[config.mk]
export PLATFORM = sky130hd
export DESIGN_NAME = display_alphahex_scroll_flat
export DESIGN_NICKNAME = d
export VERILOG_FILES = /design/src/rtl/display_alphahex_scroll_if.sv /design/src/rtl/display_alphahex_scroll.sv /design/src/flat_wrapper.sv
export SDC_FILE = /design/constraint.sdc
export NUM_CORES = 1
export LEC_CHECK = 0
export ABC_AREA = 1
export CAP_MARGIN = 10
export CORE_ASPECT_RATIO = 0.7
export CORE_UTILIZATION = 48
export DETAILED_ROUTE_END_ITERATION = 10
export GPL_TIMING_DRIVEN = 1
export PLACE_DENSITY = 0.76
export SLEW_MARGIN = 25
export SYNTH_ARGS = -nofsm -noshare
export SYNTH_HDL_FRONTEND = slang
export SYNTH_SLANG_ARGS = --single-unit
export TNS_END_PERCENT = 30
[constraint.sdc]
create_clock -name clk_in -period 5.7 [get_ports clk_in]
set_input_delay 1.14 -clock clk_in [delete_from_list [all_inputs] [get_ports clk_in]]
set_output_delay 1.14 -clock clk_in [all_outputs]
set_load 0.02 [all_outputs]
[src/rtl/display_alphahex_scroll_if.sv]
// display_alphahex_scroll_if: message/mode inputs and segment/strobe outputs of the scrolling display driver.
interface display_alphahex_scroll_if #(
    parameter int NUM_DIGITS = 8,
    parameter int MSG_LEN    = 16,
    parameter int CHAR_W     = 6
);
    logic [MSG_LEN*CHAR_W-1:0] msg_in;
    logic                      load_in;
    logic [1:0]                mode_in;
    logic [NUM_DIGITS-1:0]     dp_in;
    logic [6:0]                seg_out;
    logic                      dp_out;
    logic [NUM_DIGITS-1:0]     strobe_out;
    logic                      wrap_out;

    modport master (output msg_in, load_in, mode_in, dp_in, input seg_out, dp_out, strobe_out, wrap_out);
    modport slave  (input msg_in, load_in, mode_in, dp_in, output seg_out, dp_out, strobe_out, wrap_out);
endinterface

[src/rtl/display_alphahex_scroll.sv]
// display_alphahex_scroll: multiplexed 7-segment driver with timed scrolling, blinking and per-digit decimal points.
module display_alphahex_scroll #(
    parameter int NUM_DIGITS    = 8,
    parameter int MSG_LEN       = 16,
    parameter int CHAR_W        = 6,
    parameter int DWELL_CYCLES  = 8192,
    parameter int SCROLL_CYCLES = 19_500_000,
    parameter int BLINK_CYCLES  = 32_500_000
) (
    input  logic                       clk_in,
    input  logic                       rst_in,
    display_alphahex_scroll_if.slave   bus
);
    localparam int DIG_W = NUM_DIGITS > 1 ? $clog2(NUM_DIGITS) : 1;
    localparam int OFF_W = MSG_LEN > 1 ? $clog2(MSG_LEN) : 1;
    localparam int DWL_W = $clog2(DWELL_CYCLES + 1);
    localparam int SCR_W = $clog2(SCROLL_CYCLES + 1);
    localparam int BLK_W = $clog2(BLINK_CYCLES + 1);

    if (MSG_LEN < NUM_DIGITS) begin : g_len_check
        $error("MSG_LEN must be >= NUM_DIGITS");
    end

    logic [CHAR_W-1:0]     r_buf [MSG_LEN];
    logic [OFF_W-1:0]      r_off;
    logic [DIG_W-1:0]      r_dig;
    logic [DWL_W-1:0]      r_dwell;
    logic [SCR_W-1:0]      r_scroll;
    logic [BLK_W-1:0]      r_blink;
    logic                  r_phase;
    logic [6:0]            r_seg;
    logic                  r_dp;
    logic [NUM_DIGITS-1:0] r_strobe;
    logic                  r_wrap;

    logic                  w_dwell_tc;
    logic                  w_scroll_tc;
    logic                  w_blink_tc;
    logic [OFF_W-1:0]      w_idx;
    logic [CHAR_W-1:0]     w_char;

    function automatic logic [6:0] glyph(input logic [CHAR_W-1:0] c);
        case (int'(c))
            3:       return 7'b100_0110;
            5:       return 7'b000_0110;
            10:      return 7'b110_0001;
            12:      return 7'b100_0111;
            15:      return 7'b100_0000;
            18:      return 7'b100_1110;
            19:      return 7'b001_0010;
            21:      return 7'b100_0001;
            24:      return 7'b000_1001;
            default: return 7'b111_1111;
        endcase
    endfunction

    // Digit d sits p = NUM_DIGITS-1-d places from the left of the scrolling window.
    always_comb begin
        w_dwell_tc  = r_dwell == DWL_W'(DWELL_CYCLES - 1);
        w_scroll_tc = r_scroll == SCR_W'(SCROLL_CYCLES - 1);
        w_blink_tc  = r_blink == BLK_W'(BLINK_CYCLES - 1);
        w_idx       = OFF_W'((int'(r_off) + NUM_DIGITS - 1 - int'(r_dig)) % MSG_LEN);
        w_char      = r_buf[w_idx];
    end

    always_ff @(posedge clk_in) begin
        if (!rst_in) begin
            for (int k = 0; k < MSG_LEN; k++) r_buf[k] <= '0;
            r_off    <= '0;
            r_dig    <= DIG_W'(NUM_DIGITS - 1);
            r_dwell  <= '0;
            r_scroll <= '0;
            r_blink  <= '0;
            r_phase  <= 1'b1;
            r_seg    <= 7'h7F;
            r_dp     <= 1'b1;
            r_strobe <= '1;
            r_wrap   <= 1'b0;
        end else begin
            r_dwell <= w_dwell_tc ? '0 : r_dwell + 1'b1;
            if (w_dwell_tc) r_dig <= r_dig == '0 ? DIG_W'(NUM_DIGITS - 1) : r_dig - 1'b1;
            if (bus.load_in)
                for (int k = 0; k < MSG_LEN; k++) r_buf[k] <= bus.msg_in[k*CHAR_W +: CHAR_W];
            // A load restarts the scroll and beats a coincident terminal count, so it never wraps.
            if (bus.load_in || !bus.mode_in[0]) begin
                r_scroll <= '0;
                r_off    <= '0;
            end else if (w_scroll_tc) begin
                r_scroll <= '0;
                r_off    <= r_off == OFF_W'(MSG_LEN - 1) ? '0 : r_off + 1'b1;
            end else begin
                r_scroll <= r_scroll + 1'b1;
            end
            r_wrap <= !bus.load_in && bus.mode_in[0] && w_scroll_tc && r_off == OFF_W'(MSG_LEN - 1);
            if (bus.load_in || !bus.mode_in[1]) begin
                r_blink <= '0;
                r_phase <= 1'b1;
            end else begin
                r_blink <= w_blink_tc ? '0 : r_blink + 1'b1;
                if (w_blink_tc) r_phase <= ~r_phase;
            end
            r_strobe <= r_phase ? ~(NUM_DIGITS'(1) << r_dig) : '1;
            r_seg    <= r_phase ? glyph(w_char) : 7'h7F;
            r_dp     <= r_phase ? ~bus.dp_in[r_dig] : 1'b1;
        end
    end

    assign bus.seg_out    = r_seg;
    assign bus.dp_out     = r_dp;
    assign bus.strobe_out = r_strobe;
    assign bus.wrap_out   = r_wrap;
endmodule

[src/flat_wrapper.sv]
// flat-port wrapper written by rule: the top's interface ports become plain ports
module display_alphahex_scroll_flat 
#(
    parameter int NUM_DIGITS    = 8,
    parameter int MSG_LEN       = 16,
    parameter int CHAR_W        = 6,
    parameter int DWELL_CYCLES  = 8192,
    parameter int SCROLL_CYCLES = 19_500_000,
    parameter int BLINK_CYCLES  = 32_500_000
)
  (clk_in, rst_in, bus_msg_in, bus_load_in, bus_mode_in, bus_dp_in, bus_seg_out, bus_dp_out, bus_strobe_out, bus_wrap_out);
  display_alphahex_scroll_if #(.NUM_DIGITS(NUM_DIGITS), .MSG_LEN(MSG_LEN), .CHAR_W(CHAR_W)) bus_i ();
  input  logic clk_in;
  input  logic rst_in;
  input wire logic [$bits(bus_i.msg_in)-1:0] bus_msg_in;
  input wire logic [$bits(bus_i.load_in)-1:0] bus_load_in;
  input wire logic [$bits(bus_i.mode_in)-1:0] bus_mode_in;
  input wire logic [$bits(bus_i.dp_in)-1:0] bus_dp_in;
  output wire logic [$bits(bus_i.seg_out)-1:0] bus_seg_out;
  output wire logic [$bits(bus_i.dp_out)-1:0] bus_dp_out;
  output wire logic [$bits(bus_i.strobe_out)-1:0] bus_strobe_out;
  output wire logic [$bits(bus_i.wrap_out)-1:0] bus_wrap_out;
  assign bus_i.msg_in = bus_msg_in;
  assign bus_i.load_in = bus_load_in;
  assign bus_i.mode_in = bus_mode_in;
  assign bus_i.dp_in = bus_dp_in;
  assign bus_seg_out = bus_i.seg_out;
  assign bus_dp_out = bus_i.dp_out;
  assign bus_strobe_out = bus_i.strobe_out;
  assign bus_wrap_out = bus_i.wrap_out;
  display_alphahex_scroll #(.NUM_DIGITS(NUM_DIGITS), .MSG_LEN(MSG_LEN), .CHAR_W(CHAR_W), .DWELL_CYCLES(DWELL_CYCLES), .SCROLL_CYCLES(SCROLL_CYCLES), .BLINK_CYCLES(BLINK_CYCLES)) u_core (.clk_in(clk_in), .rst_in(rst_in), .bus(bus_i));
endmodule
Word-level counts from Yosys, hierarchy flattened --
Memory sizes are Yosys's and may differ from the RTL's. A register that Yosys moved wholly into a read port is not among the register bits. Cells that the tools add are included.
Word-level totals: memories kept 2, bits in writable memories 96, bits in registers 82, bits of input ports 109, ROM bits 224
Memory list:
- (name not given) | words 32, width 7, read ports 1, clocked after Yosys merged registers in 1, write ports 0, line display_alphahex_scroll.sv:43 | case (int'(c))
- u_core.r_buf | words 16, width 6, read ports 1, clocked after Yosys merged registers in 0, write ports 16, line display_alphahex_scroll.sv:24 | logic [CHAR_W-1:0] r_buf [MSG_LEN];
Cells by class: mux-type cells 24, reduce and logical (&&, ||, !) cells 16, add/sub/neg operators 8, equal/unequal tests 4, magnitude comparators 1, shift-type cells 1, bitwise gates (word level) 20
Operator list (number):
- 6-bit 2-to-1 mux | 16
- 25-bit by 1-bit adder with 25-bit output (second input constant) | 2
- 25-bit == test (second input constant) | 2
- 1-bit OR | 16
- 14-bit by 1-bit adder with 14-bit output (second input constant) | 1
- 14-bit by 13-bit == test with 1-bit output (second input constant) | 1
- 3-bit OR reduction | 3
- 8-bit NOT | 1
- 1-bit by 3-bit << shifter with 8-bit output (first input constant) | 1
- 2-bit OR reduction | 3
- 1-bit 2-to-1 mux | 5
- 4-bit by 1-bit adder with 4-bit output (second input constant) | 1
- 4-bit adder (second input constant) | 1
- 4-bit == test (second input constant) | 1
- 3-bit by 4-bit < comparator with 1-bit output (second input constant) | 1
- 4-bit 2-to-1 mux | 1
- 4-bit by 2-bit subtractor with 4-bit output (second input constant) | 1
- 4-bit subtractor | 1
- 1-bit binary-select mux with 3-bit select | 1
- 1-bit logical AND | 3
- 1-bit zero test | 3
- 3-bit zero test | 1
- 3-bit 2-to-1 mux | 1
- 1-bit NOT | 3
- 3 further kinds | 4

Longest topological paths before layout --
Gate-level depths: netlist of the first run. An unclocked memory read counts as a cell.
word-level depth 5, depth in mapped cells 22, depth with buffers taken out 22

Worst setup path before layout of the first run --
OpenSTA, ideal clock, no wires.
path kind input -> register, start point input port rst_in, end point register u_core.r_blink[24], stages 6, required time 5.620 ns, data arrival time 4.226 ns, library setup time 0.080 ns, path slack 1.395 ns, path through buf_2 -> nand2_1 -> nor2_1 -> nand2_1 -> buf_2 -> nor3b_1
Between the ends: word-level cells in the longest chain between the ends 2
Ends and longest elaborated chain:
- start, declared | line flat_wrapper.sv:14 | input logic rst_in;
- 1-bit NOT (no source line)
- 3-bit OR reduction (no source line)
- end signal, assigned | line display_alphahex_scroll.sv:99 | r_blink <= w_blink_tc ? '0 : r_blink + 1'b1;
- end, declared | line display_alphahex_scroll.sv:29 | logic [BLK_W-1:0] r_blink;
No other way between the ends. A chain may end at the register's enable or synchronous reset.

Worst setup path after layout of the first run --
start point register u_core.r_dig[0], end point register u_core.r_seg[0] (netlist: u_core.bus.seg_out[0])
Between the ends: word-level cells in the longest chain between the ends 3
Ends and longest elaborated chain:
- start, declared | line display_alphahex_scroll.sv:26 | logic [DIG_W-1:0] r_dig;
- start signal, assigned | line display_alphahex_scroll.sv:70 | r_dig <= DIG_W'(NUM_DIGITS - 1);
- start signal, assigned | line display_alphahex_scroll.sv:81 | if (w_dwell_tc) r_dig <= r_dig == '0 ? DIG_W'(NUM_DIGITS - 1) : r_dig - 1'b1;
- 4-bit subtractor (*) | line display_alphahex_scroll.sv:62 | w_idx = OFF_W'((int'(r_off) + NUM_DIGITS - 1 - int'(r_dig)) % MSG_LEN);
- memory 16 x 6 bit (*)
- 3-bit OR reduction (no source line)
- end, declared | line display_alphahex_scroll.sv:31 | logic [6:0] r_seg;
Every way passes the cells marked *; elsewhere a longest branch is shown, timed or not.

==> qor.yml, run 1 <==
grt:
  grt_pass1_wl_um: 34600
  grt_util_all_layers: 0.221
  grt_antenna_before_repair: 0
  overflow: 0
  grt_max_degree: 63
  grt_pass1_vias: 7005
synthesis:
  synth_top_family_by_area: "simple AND/OR/NAND/NOR gates"
  synth_xor_xnor_area_share: 0.0133
  dominantRegCellSynth: "sky130_fd_sc_hd__edfxtp_1"
  post_synthesis_async_set_or_reset_flop_share: 0
  synth_cell_types: 49
  avgSynthCellArea_um2: 8.15
  synth_area_um2: 9230
  synth_nets: 1257
  synthSimpleGateAreaFrac: 0.299
  ys_seq_elements: 185
  yosys.cell_count.top_type: "sky130_fd_sc_hd__nand2_1"
  synth.area.top_cells: "sky130_fd_sc_hd__edfxtp_1 31%, sky130_fd_sc_hd__dfxtp_1 19%, sky130_fd_sc_hd__nand2_1 10%"
  post_synth_most_frequent_cells: "247 x sky130_fd_sc_hd__nand2_1, 205 x sky130_fd_sc_hd__inv_1, 132 x sky130_fd_sc_hd__nor2_1, 96 x sky130_fd_sc_hd__edfxtp_1, 89 x sky130_fd_sc_hd__dfxtp_1"
  synth_warnings: 0
  synth_mux_area_frac: 0
  synth_compound_area_frac: 0.0477
  cells_after_synth: 1133
  synth_top_area_share: 0.312
  synth_fa_ha_area_frac: 0.0211
  synth-seq-area-share: 0.505
  synth-edff-count: 96
  yosysTopAreaCell: "sky130_fd_sc_hd__edfxtp_1"
drt:
  drt_iter0_drc: 672
  num_vias: 7487
  drt-total-wl_um: 21000
  detail-route-antenna-nets: 0
  route.detailed.vias_per_inst: 4.98
  remaining_drc_errors: 0
  routed_wire_length_per_instance_um: 14.0
  firstDrtPassIters: 5
critical_path:
  worst_ep_arrival_time_ns: 4.03
  crit-reg2reg-capture: "u_core.bus.seg_out[0]"
  worst-path-max-fanout: 13
  critPathKind: "register to register"
  timing.reg2reg.setup_slack_ns: 2.00
  cp.required_ns: 6.02
  reg2reg_from: "u_core.r_dig[0]"
  setup.worst_path.end_class: "register"
  type_of_element_launching_the_critical_path: "register"
  r2r_cells: 16
floorplan:
  placementRows: 42
  die_x_um: 168
  die_y_um: 118
  ioPinCount: 126
  core_um2: 18900
  start_util: 0.489
  die_area_um2: 19800
clocking:
  cts_buffer_depth: 2
  cts_root_buf: "sky130_fd_sc_hd__clkbuf_16"
  post_cts.resized_instances: 0
  worst_skew_pair.late_latency_ns: 0.44
  cts_max_level: 4
  post-cts-setup-buffer-count: 0
  cts.sink_count: 185
  cts.reportedPaths.clkPinSlew_ns: 0.07
  postCtsHoldBufs: 0
  cts_inserted_buffers: 17
  cts_tree: "done"
min_path:
  holdPathEnd: "u_core.r_blink[0]"
  critical_hold_path_startpoint: "u_core.r_blink[0]"
  whs_path_depth: 1
  min_path_type: "register to register"
power_and_ir_drop:
  pwr-share-seq: 0.524
  power_switching_share: 0.230
  irDropWorstVdd_v: 0.000224
  power.density_nw_per_um2: 255
  power.switching_mw: 0.654
  combinational_fraction_of_design_power: 0.083
  p_int_mw: 2.19
  finalPower_mw: 2.85
  clock_power_share: 0.393
  cellLeakagePower_nw: 4.74
placement:
  setup_ws_pre_cts_ns: 2.01
  placed_area_um2: 10600
  dpl.cell_count: 1471
  dp.final_hpwl_um: 14600
  gpl.final_weighted_congestion: 0.870
  port-buffer-count: 125
final_layout:
  antenna_cells_inserted: 0
  stdcell_count: 1503
  filler_cell_count: 1683
  finalInstanceArea_um2: 11200
  drive_above_1_share: 0.0880
  area.growth.synth_to_final_pct: 20.8
  layout.nets: 1372
timing:
  max_slew_margin: 0.425
  setup_violations: 0
  setup_ws_ns: 2.00
  timing.final.crit_share: 0.650
  period_minus_slack_ns: 3.70
  hold_viol: 0
  totalNegativeSetupSlack_ns: 0
  final_max_slew_viol_count: 0
  rsz0062_at_grt: "false"
  tightest_slew_ns: 0.861
  finClkSkew_ns: 0.0122
  max_freq_mhz: 270
status:
  status: "completed"
job:
  timing.max_cap.violations: 0
## through the flow
step | hold WS (ns) | util
final | 0.452 | 0.591
after global routing | 0.481 | 0.591
after CTS | 0.455 | 0.591
after detailed placement | 0.441 | 0.562
after global placement | 0.423 | 0.562
after floorplan | 0.418 | -
## worst max-delay path by stage
stage          depth (start not counted)            start  slack, ns                    end
2_1_floorplan                          6           rst_in       1.39     u_core.r_blink[24]
3_3_place_gp                           6           rst_in       2.13      u_core.r_blink[9]
3_5_place_dp                          16  u_core.r_dig[0]       2.01  u_core.bus.seg_out[0]
4_1_cts                               16  u_core.r_dig[0]       2.00  u_core.bus.seg_out[0]
5_1_grt                               18  u_core.r_dig[0]       1.71  u_core.bus.seg_out[4]
6_report                              16  u_core.r_dig[0]       2.00  u_core.bus.seg_out[0]
## flip-flops by register name, indices dropped and copies added, names as in the netlist
register,count
u_core.bus.strobe_out,8
u_core.r_blink,25
u_core.bus.wrap_out,1
u_core.bus.dp_out,1
u_core.r_scroll,25
u_core.bus.seg_out,7
u_core.r_dwell,14
u_core.r_phase,1
u_core.r_off,4
u_core.r_dig,3
u_core.r_buf,96
## power groups by stage
stage          sequential [mW]  combinational [mW]  clock (mW)
2_1_floorplan             1.52               0.114           0
6_report                  1.49               0.236        1.12
4_1_cts                   1.49               0.237        1.13
5_1_grt                   1.50               0.263        1.19
3_3_place_gp              1.52               0.233           0
3_5_place_dp              1.52               0.235           0
## cell families after synthesis
family | Yosys count
xor+xnor | 14
simple gates | 591
buf+inv | 251
compound gates | 77
fa+ha+maj | 15
flops | 185
## cells in the final DEF, fill, tap and decap left out, types with 6 or more instances in the layout
master                              n
sky130_fd_sc_hd__o21ai_0           15
sky130_fd_sc_hd__nor3b_1            7
sky130_fd_sc_hd__nand4_1           17
sky130_fd_sc_hd__clkbuf_16         18
sky130_fd_sc_hd__nand3_1           85
sky130_fd_sc_hd__nand3_2            9
sky130_fd_sc_hd__dfxtp_1           89
sky130_fd_sc_hd__xor2_1             8
sky130_fd_sc_hd__nor2_2            12
sky130_fd_sc_hd__edfxtp_1          96
sky130_fd_sc_hd__nor2_1           132
sky130_fd_sc_hd__inv_2             12
sky130_fd_sc_hd__clkdlybuf4s50_1  124
sky130_fd_sc_hd__nand2_1          245
sky130_fd_sc_hd__nand2_2           14
sky130_fd_sc_hd__nor3_1            34
sky130_fd_sc_hd__o21ai_1            8
sky130_fd_sc_hd__inv_1            205
sky130_fd_sc_hd__ha_1              13
sky130_fd_sc_hd__nor4_1             8
sky130_fd_sc_hd__nor2_4             6
sky130_fd_sc_hd__a21oi_1           36
sky130_fd_sc_hd__xnor2_1            6
## metal layers
layer / global-route usage / part of all wire
met2: 0.325 / 0.42
met3: 0.0437 / 0.065
met1: 0.332 / 0.50
met5: 0 / 0
met4: 0.0562 / 0.011
## worst max-delay path, cell delays in order (launching register included)
cell	delay, ns
sky130_fd_sc_hd__dfxtp_1	0.48
sky130_fd_sc_hd__inv_1	0.23
sky130_fd_sc_hd__ha_2	0.23
sky130_fd_sc_hd__ha_1	0.18
sky130_fd_sc_hd__fa_1	0.90
sky130_fd_sc_hd__inv_1	0.40
sky130_fd_sc_hd__nand3_1	0.20
sky130_fd_sc_hd__nand2_1	0.08
sky130_fd_sc_hd__nand2_1	0.07
sky130_fd_sc_hd__nand2_2	0.08
sky130_fd_sc_hd__inv_1	0.06
sky130_fd_sc_hd__ha_1	0.15
sky130_fd_sc_hd__nand3_1	0.11
sky130_fd_sc_hd__nor2_1	0.15
sky130_fd_sc_hd__a21oi_1	0.08
sky130_fd_sc_hd__a21oi_1	0.14
sky130_fd_sc_hd__nand2_1	0.06
## area by class of cell
cell class / instances / area, µm² / share of cell area
clock buffer: 22 / 485 / 0.0435
timing repair buffer: 128 / 1270 / 0.114
sequential: 185 / 4660 / 0.418
clock inverter: 10 / 66.3 / 0.00595
multi-input combinational: 697 / 3530 / 0.317
tap: 242 / 303 / 0.0272
inverter: 219 / 830 / 0.0744
Power figures use the tool's default switching activity.
==> run 2, diff against run 1 <==
--- a/config.mk
+++ b/config.mk
@@ -11,7 +11,7 @@
 export CORE_UTILIZATION = 48
 export DETAILED_ROUTE_END_ITERATION = 10
 export GPL_TIMING_DRIVEN = 1
-export PLACE_DENSITY = 0.76
+export PLACE_DENSITY = 0.79
 export SLEW_MARGIN = 25
 export SYNTH_ARGS = -nofsm -noshare
 export SYNTH_HDL_FRONTEND = slang
==> constraint.sdc (replaced) <==
create_clock -name clk_in -period 3.02 [get_ports clk_in]
set_input_delay 0.604 -clock clk_in [delete_from_list [all_inputs] [get_ports clk_in]]
set_output_delay 0.604 -clock clk_in [all_outputs]
set_load 0.02 [all_outputs]
==> run 2 against run 1 <==
Effect of this change: worst setup slack lost 1.8 ns; register-to-register slack lost 1.8 ns; final cell count increased by 1.4%; die area is the same; fmax increased by 29%; largest power group unchanged; highest routed layer is now met5.
==> qor.yml, run 2 (synthesis results as in run 1) <==
status:
  status: "completed"
timing:
  hold_viol: 0  # unchanged
  max_slew_margin: 0.583  # +0.158
  totalNegativeSetupSlack_ns: 0  # unchanged
  period_minus_slack_ns: 2.87  # -0.835 ns
  finClkSkew_ns: 0.00897  # -0.00322 ns
  max_freq_mhz: 349  # +29%
  timing.final.crit_share: 0.950  # +0.300
  tightest_slew_ns: 0.624  # -0.237 ns
  setup_ws_ns: 0.151  # -1.84 ns
  final_max_slew_viol_count: 0  # unchanged
  setup_violations: 0  # unchanged
  fin_hold_ws_ns: 0.451  # -0.000817 ns
final_layout:
  utilization: 0.604  # +0.0127
  finalInstanceArea_um2: 11400  # +2.2%
  antenna_cells_inserted: 0  # unchanged
  layout_top_registers: "u_core.r_buf (96), u_core.r_blink (25), u_core.r_scroll (25)"
  drive_above_1_share: 0.108  # +0.0196
  most-common-layout-cells: "242 x sky130_fd_sc_hd__nand2_1, 204 x sky130_fd_sc_hd__inv_1, 132 x sky130_fd_sc_hd__nor2_1"
  layout.nets: 1393  # +1.5%
  largest_reg_flops: 96  # unchanged
  stdcell_count: 1524  # +1.4%
  register_bank_with_the_most_flops: "u_core.r_buf"
  area.growth.synth_to_final_pct: 23.4
  filler_cell_count: 1600  # -4.9%
  multiInputGateArea_um2: 3560  # +0.64%
  register_area_um2: 4670  # about the same
  final_common_cell: "sky130_fd_sc_hd__nand2_1"
critical_path:
  critPathKind: "register to register"
  worst_ep_arrival_time_ns: 3.19  # -0.84 ns
  cp.required_ns: 3.34  # -2.68 ns
  worst-path-max-fanout: 6  # -7
  critPathMostFrequentCell: "sky130_fd_sc_hd__nand2_1"
  setup.worst_path.end_class: "register"
  type_of_element_launching_the_critical_path: "register"
  crit_path_max_incr_delay_ns: 0.63  # -0.27 ns
  library_cell_contributing_the_largest_single_delay_on_the_critical_path: "sky130_fd_sc_hd__fa_2"
  crit_path_cell_trace: "inv_1, ha_1, ha_2, fa_2, clkinvlp_4, nand3_2, nand2_1, nand2_1, nand2_2, inv_1, ha_1, nand3_1, nor2_1, a21oi_1, a21oi_1, nand2_1"
power_and_ir_drop:
  cellLeakagePower_nw: 4.85  # +2.4%
  irDropWorstVdd_v: 0.000425  # +90%
  power.density_nw_per_um2: 478  # +87%
  finalPower_mw: 5.45  # +91%
min_path:
  min_path_type: "register to register"
placement:
  dp.final_hpwl_um: 15100  # +3.8%
  placed_area_um2: 10700  # +1.2%
  dpl.cell_count: 1483  # +0.82%
  port-buffer-count: 125  # unchanged
  gpl.final_weighted_congestion: 0.872  # +0.18%
  setup_ws_pre_cts_ns: 0.134  # -1.88 ns
drt:
  route.detailed.vias_per_inst: 4.95  # -0.71%
  num_vias: 7538  # +0.68%
  drt_iter0_drc: 646  # -3.9%
  drt-total-wl_um: 21200  # +0.55%
  remaining_drc_errors: 0  # unchanged
  detail-route-antenna-nets: 0  # unchanged
  routed_wire_length_per_instance_um: 13.9  # -0.83%
  firstDrtPassIters: 5  # unchanged
grt:
  grt_max_degree: 97  # +54%
  grt_antenna_before_repair: 1  # +1
  overflow: 0  # unchanged
  grt_util_all_layers: 0.222  # +0.000912
  grt_pass1_vias: 7135  # +1.9%
  grt_pass1_wl_um: 34900  # +0.76%
clocking:
  cts_max_level: 4  # unchanged
  cts.reportedPaths.clkPinSlew_ns: 0.07  # about the same
  cts_buffer_depth: 2  # unchanged
  cts.sink_count: 185  # unchanged
  cts_tree: "done"
  worst_skew_pair.late_latency_ns: 0.44  # about the same
  cts_inserted_buffers: 17  # unchanged
  cts_root_buf: "sky130_fd_sc_hd__clkbuf_16"
floorplan:
  ioPinCount: 126  # unchanged
  start_util: 0.489  # unchanged
  die_y_um: 118  # unchanged
  die_area_um2: 19800  # unchanged
  placementRows: 42  # unchanged
  die_x_um: 168  # unchanged
  core_um2: 18900  # unchanged
job:
  timing.max_cap.violations: 0  # unchanged
run 2: changes by cell type in the layout (fill, tap and decap cells not counted), moves of 3 or more:
cell and change:
sky130_fd_sc_hd__buf_4 +15, sky130_fd_sc_hd__clkbuf_1 +3, sky130_fd_sc_hd__nand2_2 +3, sky130_fd_sc_hd__buf_12 +3, sky130_fd_sc_hd__nand2_1 -3
run 2: area by class of cell:
| class | count | share of cell area |
|---|---|---|
| Multi-Input combinational cell | 697 | 0.312 |
| Inverter | 219 | 0.0734 |
| Tap cell | 242 | 0.0266 |
| Sequential cell | 185 | 0.410 |
| Clock inverter | 10 | 0.0105 |
| Timing Repair Buffer | 149 | 0.129 |
| Clock buffer | 22 | 0.0390 |
run 2: where the power goes:
part / switching (mW) / internal [mW] / leakage, nW
Combinational: 0.236 / 0.225 / 2.84
Sequential: 0.0381 / 2.78 / 1.75
Clock: 0.945 / 1.23 / 0.265
run 2: worst max-delay path: cells and delay by family, from the launching register on:
kind / cells / cell delay (ns)
AND/OR/NAND/NOR: 7 / 0.65
flip-flops: 1 / 0.33
AO/OA/AOI/OAI: 2 / 0.21
adder cells (fa/ha/maj): 4 / 1.25
buffers and inverters: 3 / 0.29
run 2: final timing paths:
path / from / endpoint / slack [ns] / cells past startpoint
max: u_core.r_dig[1] / u_core.bus.seg_out[0] / 0.15 / 16
min: u_core.r_blink[0] / u_core.r_blink[0] / 0.45 / 1
max reg2reg: u_core.r_dig[1] / u_core.bus.seg_out[0] / 0.15 / 16
min reg2reg: u_core.r_blink[0] / u_core.r_blink[0] / 0.45 / 1
run 2: repair_timing:
| action | CTS | global route |
|---|---|---|
| hold buffers | 0 | 0 |
| setup buffers | 0 | 9 |
| setup endpoints to repair | 0 | 4 |
| resized for setup | 0 | 13 |
run 2: metal layers:
layer	track usage	share of wire	routed length, µm
met1	0.332	0.50	10600
met2	0.312	0.41	8600
met3	0.0572	0.075	1580
met4	0.0671	0.016	347
met5	0	0.00076	16
==> run 3, diff against run 2 <==
--- a/config.mk
+++ b/config.mk
@@ -5,13 +5,12 @@
 export SDC_FILE = /design/constraint.sdc
 export NUM_CORES = 1
 export LEC_CHECK = 0
-export ABC_AREA = 1
 export CAP_MARGIN = 10
 export CORE_ASPECT_RATIO = 0.7
 export CORE_UTILIZATION = 48
 export DETAILED_ROUTE_END_ITERATION = 10
 export GPL_TIMING_DRIVEN = 1
-export PLACE_DENSITY = 0.79
+export PLACE_DENSITY = 0.8
 export SLEW_MARGIN = 25
 export SYNTH_ARGS = -nofsm -noshare
 export SYNTH_HDL_FRONTEND = slang
==> run 3 against run 2 <==
Effect of this change: area after synthesis fell by 11%; worst setup slack got worse by 0.050 ns; cell area fell by 8.6%; worst hold slack got worse by 0.011 ns; synthesized cell count fell by 40%; first-iteration DRC count fell by 32%; critical endpoint is now u_core.bus.seg_out[5]; utilization rose by 2.7 points.
==> qor.yml, run 3 <==
clocking:
  postCtsHoldBufs: 0  # unchanged
  cts_root_buf: "sky130_fd_sc_hd__clkbuf_16"
  cts_buffer_depth: 2  # unchanged
  cts.reportedPaths.clkPinSlew_ns: 0.07  # about the same
  worst_skew_pair.late_latency_ns: 0.44  # about the same
  cts_inserted_buffers: 17  # unchanged
  cts.sink_count: 185  # unchanged
  cts_tree: "done"
  cts_max_level: 4  # unchanged
drt:
  route.detailed.vias_per_inst: 5.23  # +5.8%
  routed_wire_length_per_instance_um: 15.9  # +15%
  detail-route-antenna-nets: 0  # unchanged
  drt_iter0_drc: 441  # -32%
  drt-total-wl_um: 16700  # -21%
  remaining_drc_errors: 0  # unchanged
  firstDrtPassIters: 5  # unchanged
  num_vias: 5496  # -27%
floorplan:
  die_area_um2: 17600  # -11%
  placementRows: 39  # -7.1%
  die_y_um: 111  # -5.8%
  core_um2: 16500  # -13%
  ioPinCount: 126  # unchanged
  die_x_um: 158  # -5.9%
  start_util: 0.495  # +0.00604
job:
  timing.max_cap.violations: 0  # unchanged
synthesis:
  avgSynthCellArea_um2: 12.1  # +48%
  cells_after_synth: 676  # -40%
  dominantRegCellSynth: "sky130_fd_sc_hd__edfxtp_1"
  yosysTopAreaCell: "sky130_fd_sc_hd__edfxtp_1"
  synth_area_um2: 8170  # -11%
  ys_seq_elements: 185  # unchanged
  post_synthesis_async_set_or_reset_flop_share: 0  # unchanged
  synth-edff-count: 96  # unchanged
  yosys.cell_count.top_type: "sky130_fd_sc_hd__edfxtp_1"
  synth_nets: 800  # -36%
  synth_top_area_share: 0.353  # +0.0406
  synth-seq-area-share: 0.571  # +0.0656
  post_synth_most_frequent_cells: "96 x sky130_fd_sc_hd__edfxtp_1, 89 x sky130_fd_sc_hd__dfxtp_1, 81 x sky130_fd_sc_hd__nor2_1, 69 x sky130_fd_sc_hd__and3_1, 42 x sky130_fd_sc_hd__and2_1"
  synth_cell_types: 46  # -6.1%
  synth.area.top_cells: "sky130_fd_sc_hd__edfxtp_1 35%, sky130_fd_sc_hd__dfxtp_1 22%, sky130_fd_sc_hd__mux4_2 8.5%"
  synth_warnings: 0  # unchanged
grt:
  global_route.peak_usage_layer: "met2"
  overflow: 0  # unchanged
  groute.layer.met3.usage: 0.0528  # -0.00439
  grt_pass1_wl_um: 27100  # -22%
  grt_max_degree: 114  # +18%
  grt_util_met2: 0.310  # -0.00243
  grt_util_all_layers: 0.206  # -0.0160
  grt_antenna_before_repair: 0  # -1
  met1_usage: 0.290  # -0.0420
  grt_pass1_vias: 5329  # -25%
critical_path:
  type_of_element_launching_the_critical_path: "register"
  crit_path_cell_trace: "ha_4, ha_2, fa_1, xnor3_2, mux4_2, buf_6, and4bb_4, nand2b_2, o221ai_2"
  critical_path_cell_count: 9  # -7
  timing.reg2reg.setup_slack_ns: 0.10  # -0.05 ns
  crit_path_max_incr_delay_ns: 0.59  # -0.04 ns
  reg2reg_from: "u_core.r_off[1]"
  crit_path_end: "u_core.bus.seg_out[5]"
  timing.critical_path.max_delay_family: "adder cells"
  cp.required_ns: 3.33  # about the same
  crit-reg2reg-capture: "u_core.bus.seg_out[5]"
  library_cell_contributing_the_largest_single_delay_on_the_critical_path: "sky130_fd_sc_hd__mux4_2"
  critical_path.startpoint: "u_core.r_off[1]"
  critPathKind: "register to register"
  critical_path_buf_inv_count: 1  # -2
  worst_ep_arrival_time_ns: 3.22  # +0.03 ns
  r2r_cells: 9  # -7
  worst-path-max-fanout: 5  # -1
  setup.worst_path.end_class: "register"
timing:
  final_max_slew_viol_count: 0  # unchanged
  period_minus_slack_ns: 2.92  # +0.0496 ns
  timing.final.crit_share: 0.966  # +0.0164
  finClkSkew_ns: 0.0185  # +0.00953 ns
  setup_violations: 0  # unchanged
  setup_ws_ns: 0.102  # -0.0496 ns
  max_slew_margin: 0.469  # -0.114
  hold_viol: 0  # unchanged
  rsz0062_at_grt: "false"
  max_freq_mhz: 343  # -1.7%
  fin_hold_ws_ns: 0.441  # -0.0108 ns
  tightest_slew_ns: 0.797  # +0.173 ns
final_layout:
  antenna_cells_inserted: 0  # unchanged
  layout_top_registers: "u_core.r_buf (96), u_core.r_blink (25), u_core.r_scroll (25)"
  layout.nets: 936  # -33%
  most-common-layout-cells: "124 x sky130_fd_sc_hd__clkdlybuf4s50_1, 96 x sky130_fd_sc_hd__edfxtp_1, 87 x sky130_fd_sc_hd__dfxtp_1"
  register_bank_with_the_most_flops: "u_core.r_buf"
  final_common_cell: "sky130_fd_sc_hd__clkdlybuf4s50_1"
  utilization: 0.631  # +0.0275
  area.growth.synth_to_final_pct: 27.5
  stdcell_count: 1050  # -31%
  largest_reg_flops: 96  # unchanged
  drive_above_1_share: 0.126  # +0.0184
placement:
  dpl.cell_count: 1017  # -31%
  dp.final_hpwl_um: 11700  # -22%
  setup_ws_pre_cts_ns: -0.0155  # -0.149 ns
  gpl.final_weighted_congestion: 0.809  # -7.2%
  port-buffer-count: 125  # unchanged
min_path:
  min_path_type: "register to register"
power_and_ir_drop:
  cellLeakagePower_nw: 3.92  # -19%
  irDropWorstVdd_v: 0.000452  # +6.2%
  power.density_nw_per_um2: 521  # +9.1%
  finalPower_mw: 5.43  # -0.28%
status:
  status: "completed"
==> run 3: cell type report <==
class,instances,area (µm²)
fill,1243,6080
sequential,185,4670
multi-input combinational,449,3370
timing repair buffer,147,1450
clock buffer,17,425
tap,225,282
clock inverter,15,171
inverter,12,48.8
==> run 3: through the flow <==
| stage | instance area [µm²] | TNS, ns |
|---|---|---|
| after floorplan | 8180 | -0.00550 |
| after global placement | 9770 | 0 |
| after detailed placement | 9770 | -0.0263 |
| after CTS | 10400 | 0 |
| after global routing | 10400 | 0 |
| final | 10400 | 0 |
==> run 3: cells by family after synthesis <==
group / Yosys count / synth area share
AO/OA/AOI/OAI: 21 / 0.0176
XOR/XNOR: 62 / 0.0682
flip-flops: 185 / 0.571
multiplexers: 37 / 0.0928
adder cells (fa/ha/maj): 15 / 0.0239
buffers and inverters: 42 / 0.0221
AND/OR/NAND/NOR: 314 / 0.204
==> run 3: report_power, final <==
part	leakage (nW)	total [mW]	internal (mW)	switching [mW]
combinational	1.89	0.404	0.242	0.163
sequential	1.74	2.82	2.77	0.0483
clock	0.285	2.20	1.12	1.09
total	3.92	5.43	4.13	1.30
==> run 3: layer usage <==
layer	vias up	part of all wire
met5	-	0
met4	0	0.018
met3	25	0.058
met2	194	0.45
met1	2567	0.48
li1	2710	-
==> run 3: worst min path at each step <==
stage,start,endpoint,slack (ns),depth (start not counted)
after floorplan,u_core.r_blink[0],u_core.r_blink[0],0.41,1
after CTS,u_core.r_scroll[0],u_core.r_scroll[0],0.45,1
after global routing,u_core.r_scroll[0],u_core.r_scroll[0],0.46,1
after detailed placement,u_core.r_scroll[0],u_core.r_scroll[0],0.44,1
after global placement,u_core.r_blink[0],u_core.r_blink[0],0.42,1
final,u_core.r_blink[0],u_core.r_blink[0],0.44,1
==> run 3: repair_timing <==
action	4_1_cts	5_1_grt
endpoints found under the hold margin	0	0
setup buffers	1	0
setup endpoints to repair	2	7
pin swaps	0	3
resized for setup	2	5
